**src/rtl/mux_2bit_2to1_pkg.sv**
```systemverilog
// Shared constants and the default data word type for the 2:1 steering mux.
package mux2_pkg;

    localparam int DATA_W_DEF = 2;
    localparam int CNT_W_DEF  = 8;

    typedef logic [DATA_W_DEF-1:0] data_t;

endpackage

```
**src/rtl/mux_2bit_2to1_if.sv**
```systemverilog
// Bus bundle for the 2:1 mux: two sources, select, and the mux/status outputs.
// The parity signal exists only when MUX2_PARITY_EN is defined.
interface mux_2bit_2to1_if
    import mux2_pkg::*;
#(
    parameter int WIDTH = DATA_W_DEF,
    parameter int CNT_W = CNT_W_DEF
);
    logic [WIDTH-1:0] a;
    logic [WIDTH-1:0] b;
    logic             s;
    logic [WIDTH-1:0] z;
    logic [WIDTH-1:0] z_q;
    logic             s_q;
    logic             sel_chg;
    logic [CNT_W-1:0] tog_cnt;
`ifdef MUX2_PARITY_EN
    logic             parity;
`endif

    modport master (
        output a, b, s,
`ifdef MUX2_PARITY_EN
        input  parity,
`endif
        input  z, z_q, s_q, sel_chg, tog_cnt
    );

    modport slave (
        input  a, b, s,
`ifdef MUX2_PARITY_EN
        output parity,
`endif
        output z, z_q, s_q, sel_chg, tog_cnt
    );

endinterface

```
**src/rtl/mux_2bit_2to1_sat_counter.sv**
```systemverilog
// Saturating up-counter: increments on inc, sticks at all-ones, never wraps.
module sat_counter #(
    parameter int W = 8
) (
    input  logic         clk,
    input  logic         rst,
    input  logic         inc,
    output logic [W-1:0] count
);

    always_ff @(posedge clk or posedge rst) begin
        if (rst) begin
            count <= '0;
        end else if (inc && (count != {W{1'b1}})) begin
            count <= count + 1'b1;
        end
    end

endmodule

```
**src/rtl/mux_2bit_2to1.sv**
```systemverilog
// 2:1 mux with a combinational output plus registered copy and select-activity status.
// Optional registered parity of z_q is enabled by defining MUX2_PARITY_EN.
module mux_2bit_2to1
    import mux2_pkg::*;
#(
    parameter int WIDTH = DATA_W_DEF,
    parameter int CNT_W = CNT_W_DEF
) (
    input  logic            clk,
    input  logic            rst,
    mux_2bit_2to1_if.slave  bus
);

    logic [WIDTH-1:0] z_q_r;
    logic             s_q_r;
    logic             sel_chg_r;
    logic             s_changed;

    assign bus.z     = bus.s ? bus.b : bus.a;
    assign s_changed = (bus.s != s_q_r);

    always_ff @(posedge clk or posedge rst) begin
        if (rst) begin
            z_q_r     <= '0;
            s_q_r     <= 1'b0;
            sel_chg_r <= 1'b0;
        end else begin
            z_q_r     <= bus.z;
            s_q_r     <= bus.s;
            sel_chg_r <= s_changed;
        end
    end

    assign bus.z_q     = z_q_r;
    assign bus.s_q     = s_q_r;
    assign bus.sel_chg = sel_chg_r;

    sat_counter #(
        .W (CNT_W)
    ) u_tog_cnt (
        .clk   (clk),
        .rst   (rst),
        .inc   (s_changed),
        .count (bus.tog_cnt)
    );

`ifdef MUX2_PARITY_EN
    // Parity is taken from z so it lands in the same cycle as z_q.
    logic parity_r;

    always_ff @(posedge clk or posedge rst) begin
        if (rst) begin
            parity_r <= 1'b0;
        end else begin
            parity_r <= ^bus.z;
        end
    end

    assign bus.parity = parity_r;
`endif

endmodule

```
**src/flat_wrapper.sv**
```systemverilog
// flat-port wrapper written by rule: the top's interface ports become plain ports
module mux_2bit_2to1_flat import mux2_pkg::*;
#(
    parameter int WIDTH = DATA_W_DEF,
    parameter int CNT_W = CNT_W_DEF
)
  (clk, rst, bus_a, bus_b, bus_s, bus_z, bus_z_q, bus_s_q, bus_sel_chg, bus_tog_cnt);
  mux_2bit_2to1_if #(.WIDTH(WIDTH), .CNT_W(CNT_W)) bus_i ();
  input  logic clk;
  input  logic rst;
  input wire logic [$bits(bus_i.a)-1:0] bus_a;
  input wire logic [$bits(bus_i.b)-1:0] bus_b;
  input wire logic [$bits(bus_i.s)-1:0] bus_s;
  output wire logic [$bits(bus_i.z)-1:0] bus_z;
  output wire logic [$bits(bus_i.z_q)-1:0] bus_z_q;
  output wire logic [$bits(bus_i.s_q)-1:0] bus_s_q;
  output wire logic [$bits(bus_i.sel_chg)-1:0] bus_sel_chg;
  output wire logic [$bits(bus_i.tog_cnt)-1:0] bus_tog_cnt;
  assign bus_i.a = bus_a;
  assign bus_i.b = bus_b;
  assign bus_i.s = bus_s;
  assign bus_z = bus_i.z;
  assign bus_z_q = bus_i.z_q;
  assign bus_s_q = bus_i.s_q;
  assign bus_sel_chg = bus_i.sel_chg;
  assign bus_tog_cnt = bus_i.tog_cnt;
  mux_2bit_2to1 #(.WIDTH(WIDTH), .CNT_W(CNT_W)) u_core (.clk(clk), .rst(rst), .bus(bus_i));
endmodule
```
**config.mk**
```make
export PLATFORM = sky130hd
export DESIGN_NAME = mux_2bit_2to1_flat
export DESIGN_NICKNAME = d
export VERILOG_FILES = /design/src/rtl/mux_2bit_2to1_pkg.sv /design/src/rtl/mux_2bit_2to1_if.sv /design/src/rtl/mux_2bit_2to1_sat_counter.sv /design/src/rtl/mux_2bit_2to1.sv /design/src/flat_wrapper.sv
export SDC_FILE = /design/constraint.sdc
export NUM_CORES = 1
export LEC_CHECK = 0
export ABC_AREA = 1
export ABC_CLOCK_PERIOD_IN_PS = 3300
export CAP_MARGIN = 20
export CORE_ASPECT_RATIO = 1.1
export CORE_MARGIN = 1.5
export CORE_UTILIZATION = 35
export CTS_CLUSTER_DIAMETER = 30
export CTS_CLUSTER_SIZE = 20
export DETAILED_ROUTE_END_ITERATION = 10
export PLACE_DENSITY = 0.77
export SYNTH_ARGS = -nofsm -noshare
export SYNTH_HDL_FRONTEND = slang
export SYNTH_SLANG_ARGS = --single-unit
export TNS_END_PERCENT = 100
```
**constraint.sdc**
```tcl
create_clock -name clk -period 3.3 [get_ports clk]
set_clock_uncertainty 0.2 [all_clocks]
set_input_delay 0.825 -clock clk [delete_from_list [all_inputs] [get_ports clk]]
set_output_delay 0.825 -clock clk [all_outputs]
set_load 0.01 [all_outputs]
```
; ---- Word-level counts from Yosys, hierarchy flattened
; Cells that the tools add are included.
[classes]
n_addsub = 1
eq_ne = 2
mux = 1
n_reduce_logical = 1
[op_table]
columns = op, n
row1 = 8-bit by 1-bit adder with 8-bit output (second input constant), 1
row2 = 8-bit inequality test (second input constant), 1
row3 = 2-bit 2-to-1 mux, 1
row4 = 1-bit logical AND, 1
row5 = 1-bit inequality test, 1
[totals]
ff_bits = 12
output_inout_bits = 14
elab_cells = 9

; ---- Depth between registers and ports, before layout
[depth]
ltp_word = 2
ltp_mapped = 8
mapped_depth_nobuf = 8

; ---- By module
; From an unflattened synthesis, not the netlist that was laid out.
[unflattened]
hier_cells = 79
area_unflattened_um2 = 618.1
[by_module_without_submodules]
columns = mod, n_inst, cells_per_inst, area_each_um2, seq_area_each_um2
row1 = sat_counter, 1, 63, 473.0, 200.2
row2 = mux_2bit_2to1, 1, 16, 145.1, 100.1

; ---- Worst setup path after synthesis
; Ideal clock, no wire load.
[synth_timing]
kind = in2out
startpoint = input port bus_s
endpoint = output port bus_z[0]
arrival_time_ns = 1.168
required_ns = 2.275
slack_ns = 1.107
cell_stages = 1
path_buffers = 0
path_cell_list = mux2_2
[synth_between]
elab_chain_cells = 1
[synth_rtl]
columns = item, line
row1 = "start, declared", flat_wrapper.sv:13  ; input wire logic [$bits(bus_i.s)-1:0] bus_s;
row2 = 2-bit 2-to-1 mux, mux_2bit_2to1.sv:19  ; assign bus.z = bus.s ? bus.b : bus.a;
row3 = "end, declared", flat_wrapper.sv:14  ; output wire logic [$bits(bus_i.z)-1:0] bus_z;
; No other way between the ends.

; ---- Worst setup path after layout
[layout_timing]
startpoint = input port bus_s
endpoint = output port bus_z[1]
; Same word-level chain as after synthesis.

==> metrics.txt <==
outcome finished clean; routed len/inst 11.2 um; Mapped Cells 72; Worst Path Max Fanout 3; fin. max-slew vios 0; most common cell after layout, fill and taps aside nand2_1; CP delay by family, top buffers and inverters; clk sinks 12; Root Driver clkbuf_4; clk_lat worst skew 0.28 ns; Post-CTS Setup Bufs 0; vias in the first global route 534; Simple-Gate Fraction of Synth Area 31.7%; syn avg cell area 8.32 um^2; ratio of cells with drive above 1 in the final layout 12.4%; Synth Area in Adders 2.09%; initial antenna violation count 0; Yosys cell types 17; Synth Cell Area 599 um^2; number of buffers on the longest clock path 2; Die H 46.4 um; chip width 42.5 um; f_max 0.313 GHz; total track usage 15.9%; first-pass GRT wire length 2240 um; # Max-Cap Violations 0; CP max stage delay 0.51 ns; syn_nets 80; yosys warns 0; Top Ports 21; worst hold path type register to register; most frequent cells in the layout nand2_1, clkdlybuf4s50_1, dfrtp_1, inv_1, nor2_1; Area Overhead vs Synth 44.3%; Multi-input gate area 264 um^2; CP Class input pin to output port; worst-path cell chain clkdlybuf4s50_1 > mux2_2 > clkdlybuf4s50_1; nets 106; fin crit period 3.20 ns; Die Area 0.00197 mm^2; Setup TNS 0 ns; Placed Cells 110; Final Hold Viols 0; Cell Rows 15; routed wire length 1270 um; Critical-path top delay cell clkdlybuf4s50_1; gpl congestion 0.761; multiplexer share of the synthesized area 3.76%; Power per Cell Area 607 mW/mm^2; Post-CTS Hold Buffers 0; total core area 0.00160 mm^2; worst path required time 2.27 ns; CTS tree yes; Setup crit start kind input pin; IO buf count 20; Synth Area in XOR/XNOR 5.64%; clk slew on worst S/H paths 0.07 ns; Finished Layout Cells 114; DRC violations left 0; Rel. slew slack 68.1%; register area share after synthesis 50.1%; vias 533; H-tree Lvls 1; Num CTS Buffers 3; Synth Area in Compound Gates 0.835%; initial drt markers 3; fillers 154; ant diodes 0; gr ovfl total 0; ANT nets after route 0; drt pass-1 iters 2; Worst Path Arrival 2.17 ns; Finish-stage setup viols 0; Final HPWL DP 925 um; critical path capture point type output port; PostCTS Resize Cnt 0; Final Cycle Share 96.9%; maximum vdd drop 0.000355 V; Initial Utilization 37.6%; register area 300 um^2; vias per cell 4.68; Worst Tran Pin Value 0.477 ns; number of synthesized register bits 12; CP Buf/Inv Count 2; largest net degree at the start of global routing 13; LEAKAGE 0.421 nW; RSZ-0062 raised after global routing no; cell mode on critical path clkdlybuf4s50_1; dominant combinational cell family by area after synthesis simple AND/OR/NAND/NOR gates
-- through the flow --
step	hold WS (ns)	setup slack, ns	utilization, %	area, um^2	total power, mW
6_report	0.347	0.103	54.2	865	0.524
5_1_grt	0.393	0.0582	54.2	865	0.562
4_1_cts	0.355	0.0936	54.2	865	0.528
3_5_place_dp	0.324	0.0954	51.9	828	0.406
3_3_place_gp	0.316	0.108	51.9	828	0.402
2_1_floorplan	0.339	1.11	-	599	0.310
-- path summary, 6_finish.rpt --
| path | from | slack [ns] | to | cells after the start |
|---|---|---|---|---|
| worst min register to register | u_core.u_tog_cnt.count[7] | 0.35 | u_core.u_tog_cnt.count[7] | 2 |
| worst max register to register | u_core.u_tog_cnt.count[1] | 1.67 | u_core.u_tog_cnt.count[4] | 8 |
| max in group asynchronous | rst | 1.90 | u_core.u_tog_cnt.count[6] | 2 |
| worst max-delay path | bus_s | 0.10 | bus_z[1] | 3 |
| worst min-delay path | u_core.u_tog_cnt.count[7] | 0.35 | u_core.u_tog_cnt.count[7] | 2 |
| min in group asynchronous | rst | 0.67 | u_core.u_tog_cnt.count[4] | 2 |
-- registers in the layout, indices dropped and copies added (netlist names) --
register,flops
u_core.bus.s_q,1
u_core.bus.sel_chg,1
u_core.u_tog_cnt.count,8
u_core.bus.z_q,2
-- layer usage --
metal  global-route usage (%)  vias to the layer above  wire (um)
li1                         -                      268          -
met1                     17.6                      243        559
met2                     27.1                       18        616
met3                     5.49                        4         74
met4                     8.75                        0         21
met5                        0                        -          0
-- where the power goes --
part           switching, mW  internal, mW
Combinational         0.0859         0.101
Sequential            0.0389         0.180
Clock                 0.0521        0.0671
Total                  0.177         0.347
-- area by class of cell --
class                           instances  area share (%)
Timing Repair Buffer                   21            24.0
Clock buffer                            4            4.20
Multi-Input combinational cell         51            30.5
Tap cell                               17            2.46
Sequential cell                        12            34.7
Inverter                                9            4.05
-- logic make-up (layout without fill, tap and decap cells) --
kind of cell / after synthesis / count (layout)
buf+inv: 9 / 34
mux: 2 / 2
xor+xnor: 3 / 3
simple gates: 44 / 44
flops: 12 / 12
compound gates: 1 / 1
fa+ha+maj: 1 / 1
-- worst reg2reg max path, cell delays in order (launching register included) --
cell and delay (ns):
dfrtp_1 0.41, ha_1 0.23, nand2_1 0.11, nor2_1 0.13
nand2_2 0.10, nand2_4 0.12, clkinv_2 0.11, nand2_1 0.08
nand2_1 0.05
-- cells in the mapped netlist (all sizes together) --
cell / number / share of area, %
ha: 1 / 2.1
nand3: 3 / 2.5
xor2: 2 / 4.2
dfrtp: 12 / 50
nor2: 5 / 3.5
nand3b: 1 / 1.3
nand2: 33 / 22
inv: 8 / 5.0
o21ai: 1 / 0.83
nand4: 2 / 2.1
clkinv: 1 / 0.83
mux2: 2 / 3.8
xnor2: 1 / 1.5
Power figures use the tool's default switching activity.
